$ cat src/rtl/up_counter.sv
// Modulo-MODULUS up-counter with enable, parallel load, terminal-count and wrap decode.
// Latency: count updates one clk edge after en/load; tc and wrap decode count combinationally.
// No backpressure; optional sticky overflow flag ovf under UP_COUNTER_OVF_STICKY_EN.
module up_counter #(
    parameter int WIDTH   = 4,
    parameter int MODULUS = 16
) (
    input  logic             clk,
    input  logic             reset,
    input  logic             en,
    input  logic             load,
    input  logic [WIDTH-1:0] load_val,
    output logic [WIDTH-1:0] count,
    output logic             tc,
`ifdef UP_COUNTER_OVF_STICKY_EN
    output logic             ovf,
`endif
    output logic             wrap
);

    localparam logic [WIDTH-1:0] LAST    = WIDTH'(MODULUS - 1);
    localparam logic [WIDTH:0]   MOD_EXT = (WIDTH + 1)'(MODULUS);

    // Out-of-range load values fall back to zero; the extra bit makes MODULUS == 2**WIDTH legal.
    logic load_ok;
    assign load_ok = ({1'b0, load_val} < MOD_EXT);

    assign tc   = (count == LAST);
    assign wrap = tc & en & ~load & reset;

    always_ff @(posedge clk or negedge reset) begin
        if (!reset) begin
            count <= '0;
        end else if (load) begin
            count <= load_ok ? load_val : '0;
        end else if (en) begin
            count <= tc ? '0 : count + WIDTH'(1);
        end
    end

`ifdef UP_COUNTER_OVF_STICKY_EN
    always_ff @(posedge clk or negedge reset) begin
        if (!reset) begin
            ovf <= 1'b0;
        end else if (load) begin
            ovf <= 1'b0;
        end else if (wrap) begin
            ovf <= 1'b1;
        end
    end
`endif

endmodule

$ cat config.mk
export PLATFORM = sky130hd
export DESIGN_NAME = up_counter
export DESIGN_NICKNAME = d
export VERILOG_FILES = /design/src/rtl/up_counter.sv
export SDC_FILE = /design/constraint.sdc
export NUM_CORES = 1
export LEC_CHECK = 0
export ABC_CLOCK_PERIOD_IN_PS = 1390
export CORE_AREA = 5 5 42 44
export DETAILED_ROUTE_END_ITERATION = 8
export DIE_AREA = 0 0 47 49
export HOLD_SLACK_MARGIN = 0.15
export SYNTH_ARGS = -nofsm -noshare
export SYNTH_HDL_FRONTEND = slang
export SYNTH_SLANG_ARGS = --single-unit
$ cat constraint.sdc
create_clock -name clk -period 1.39 [get_ports clk]
set_input_delay 0.139 -clock clk [delete_from_list [all_inputs] [get_ports clk]]
set_output_delay 0.139 -clock clk [all_outputs]
set_load 0.03 [all_outputs]
==> results list <==
- The share of the Yosys chip area taken by registers is 40.40%.
- Total via count in the routed design: approximately 270
- STA puts the critical path data arrival time at about 1200 ps.
- Nets: 60
- The flow ran to the end, and the final reports show no timing, DRC or antenna violations.
* Final HPWL DP: 557.3 um
- The number of antenna diodes in the final layout is 0.
- Leaving out fill and tap cells, the most frequent cells in the layout are nand2_1, clkdlybuf4s50_1, buf_4.
- Ys Warns: 0
* Synth Cell Area: 247.7 um2
- The synthesized netlist devotes around 26% of its cell area to simple gates.
- Largest registers in the final layout: count: 4 flops
- The synthesized netlist devotes around 3.5% of its cell area to XOR and XNOR gates.
- Hold Violations, Final: 0
- Pre-CTS setup slack: a little over 100 ps
- In this run the deepest clock path goes through 2 buffers.
- RSZ-0062 raised after global routing: false
* Number of antenna violations at the first check in global routing: 0
* GR Layer Usage met3: under 10%
* Average routed wire per standard cell: ~10 um
- Via-to-Cell Ratio: slightly above 4
- Number of I/O pins: 14
- The layer flagged by global routing as most heavily used is met2.
* Yosys top cell by area: dfrtp_1
- Number of flip-flops under the largest register name: 4
- Hold_ws: between 200 and 250 ps
* Combinational family with the most area after synthesis: simple AND/OR/NAND/NOR gates
* Max frequency: 760.5 MHz
- For the pin with the worst max-slew slack, the measured transition is 306.9 ps.
- Max-cap violations in this run came to 0.
- Filler instances: between 150 and 200
- The later pin in the worst-skew pair is clocked with a latency of approximately 240 ps.
* Detailed Route Iter0 Violations: 2
- Cells after synthesis: 30
- Remaining antenna violation count: 0
* Period minus WS final: between 1000 and 1500 ps
- Tcrit/Tclk final: a little over nine tenths
- Global routing used ~6.7% of the available tracks across all layers.
- After synthesis, the netlist uses 15 different library cells.
- After synthesis, the largest area contributor takes up ~40% of total cell area.
- From synthesis to final layout, the design area changed by 91.92%.
- Number of remaining DRC errors: 0
* Count of non-filler cells in the finished layout: 66
* Static Leakage: around 0.21 nW
* Routability cong.: between 0.6 and 0.7
- Largest net degree at the start of global routing: 7
* GRT met2 Usage: a little over 9%
- Setup violations remaining at the end of the flow were counted as 0.
- Effective utilization at floorplan: between 15 and 20%
* Mean cell area of the mapped netlist: a little over 8 um2
* Post-synthesis mux area share: 4.040%
* Number of buffers inserted during clock tree synthesis: 3
* Row count: 14
* Met1 Track Usage GR: under 10%
* Area fraction in compound gates after synthesis: roughly 15%
- The core region is roughly 0.0014 mm2.
- TritonCTS built the clock tree.
- The critical path is of the in2out type.
- Count of H-tree levels built during CTS: 1
- The via count of the first global-routing pass is around 260.
* Number of storage elements in the synthesis netlist: 4
- The worst setup path is captured at a primary output.
- Largest cells by area after synthesis: dfrtp_1, nand2_1, nor2b_1
- STA puts the critical path data required time at approximately 1300 ps.
- After clock tree synthesis, the clock-pin slew on the worst setup and hold paths is about 40 ps.
- Wire length of the first global-routing pass: 1.000 mm
- Reg2Reg Depth: 4
- Critical-path maximum fanout: 6
- Die Span X: approximately 47 um
- Counting every net in the synthesized netlist gives 39.
- Including well taps, the total number of placed cells is 60.
- Measured along the y axis, the die boundary spans about 50 um.
- Clock tree synthesis found a total of 4 sinks.
* Worst Skew: around 5 ps
* Total Negative Setup Slacks: 0 ps
* Total power per unit cell area: 967.2 mW/mm2
- Root Driver: clkbuf_4
- In this run the tightest slew margin relative to its limit is about four fifths.
* Worst Setup Start Kind: input pin
- Highest ir drop seen on vdd: 0.2766 mV
- Share of synthesized cell area in full adder, half adder and majority cells: slightly above 5%
* Biggest register: count
- The die covers about 0.0023 mm2.
- Share of layout cells above drive strength 1: between 20% and 30%
* Hold/Removal Path Class: in2async
- Setup slack after layout: around 75 ps
- Port-buffer cells: 13
* Max-slew violation count: 0
* Grt ovf: 0
- The pre-antenna-repair detailed-routing pass consisted of 2 iterations.
* Total length of routed wires: approximately 700 um
- After clock tree synthesis, the flow added hold-fix buffers numbering 0.
[cell families after synthesis]
| group | count (synthesis) |
|---|---|
| xor+xnor | 1 |
| simple gates | 14 |
| fa+ha+maj | 1 |
| compound gates | 7 |
| mux | 1 |
| buf+inv | 2 |
| flops | 4 |
[where the power goes]
part | switching (mW) | internal, mW
sequential | 0.0209 | 0.132
clock | 0.0508 | 0.108
combinational | 0.0762 | 0.0719
total | 0.148 | 0.312
[per-stage QoR]
| stage | util (%) | instance area [um2] | power [mW] |
|---|---|---|---|
| after floorplan | - | 261.5 | 0.2215 |
| after global placement | 29.29 | 410.4 | 0.2864 |
| after detailed placement | 29.29 | 410.4 | 0.2884 |
| after CTS | 32.32 | 452.9 | 0.4516 |
| after global routing | 33.93 | 475.5 | 0.4955 |
| final | 33.93 | 475.5 | 0.4598 |
[cell usage after synthesis, drive strengths merged]
cell type	n
ha	1
a21oi	2
inv	1
buf	1
nor2b	3
nor3	1
nor2	1
o21ai	4
xor2	1
nand3	2
nand2	7
o211ai	1
mux2i	1
dfrtp	4
[cell type report]
| class | instances | area, um2 | area share [%] |
|---|---|---|---|
| clock buffers | 4 | 26.28 | 5.526 |
| inverters | 1 | 3.754 | 0.7895 |
| multi-input cells | 24 | 168.9 | 35.53 |
| flip-flops and latches | 4 | 102.6 | 21.58 |
| well taps | 16 | 20.02 | 4.211 |
| repair buffers | 17 | 153.9 | 32.37 |
[layer usage]
layer	wire length, um	up-vias
met3	67	0
met4	0	0
met1	281	121
met2	339	9
li1	-	142
met5	0	-
[timing repair]
action	in CTS	in global routing
gates cloned	0	0
pin swaps	1	0
buffers inserted	0	2
resized for setup	8	1
endpoints found under the setup margin	6	1
[critical path, cell delays in order]
cell	delay, ps
clkdlybuf4s50_1	570
nand2_1	120
nor3_4	190
buf_6	150
[final timing paths]
check	start	end	slack (ps)
worst max-delay path	en	wrap	80
worst min-delay path	reset	count[0]	230
worst max register to register	count[0]	count[2]	360
worst min register to register	count[1]	count[1]	660
max in group asynchronous	reset	count[1]	1060
min in group clk	load_val[2]	count[2]	450
No activity file was read; power rests on OpenSTA's default activity.
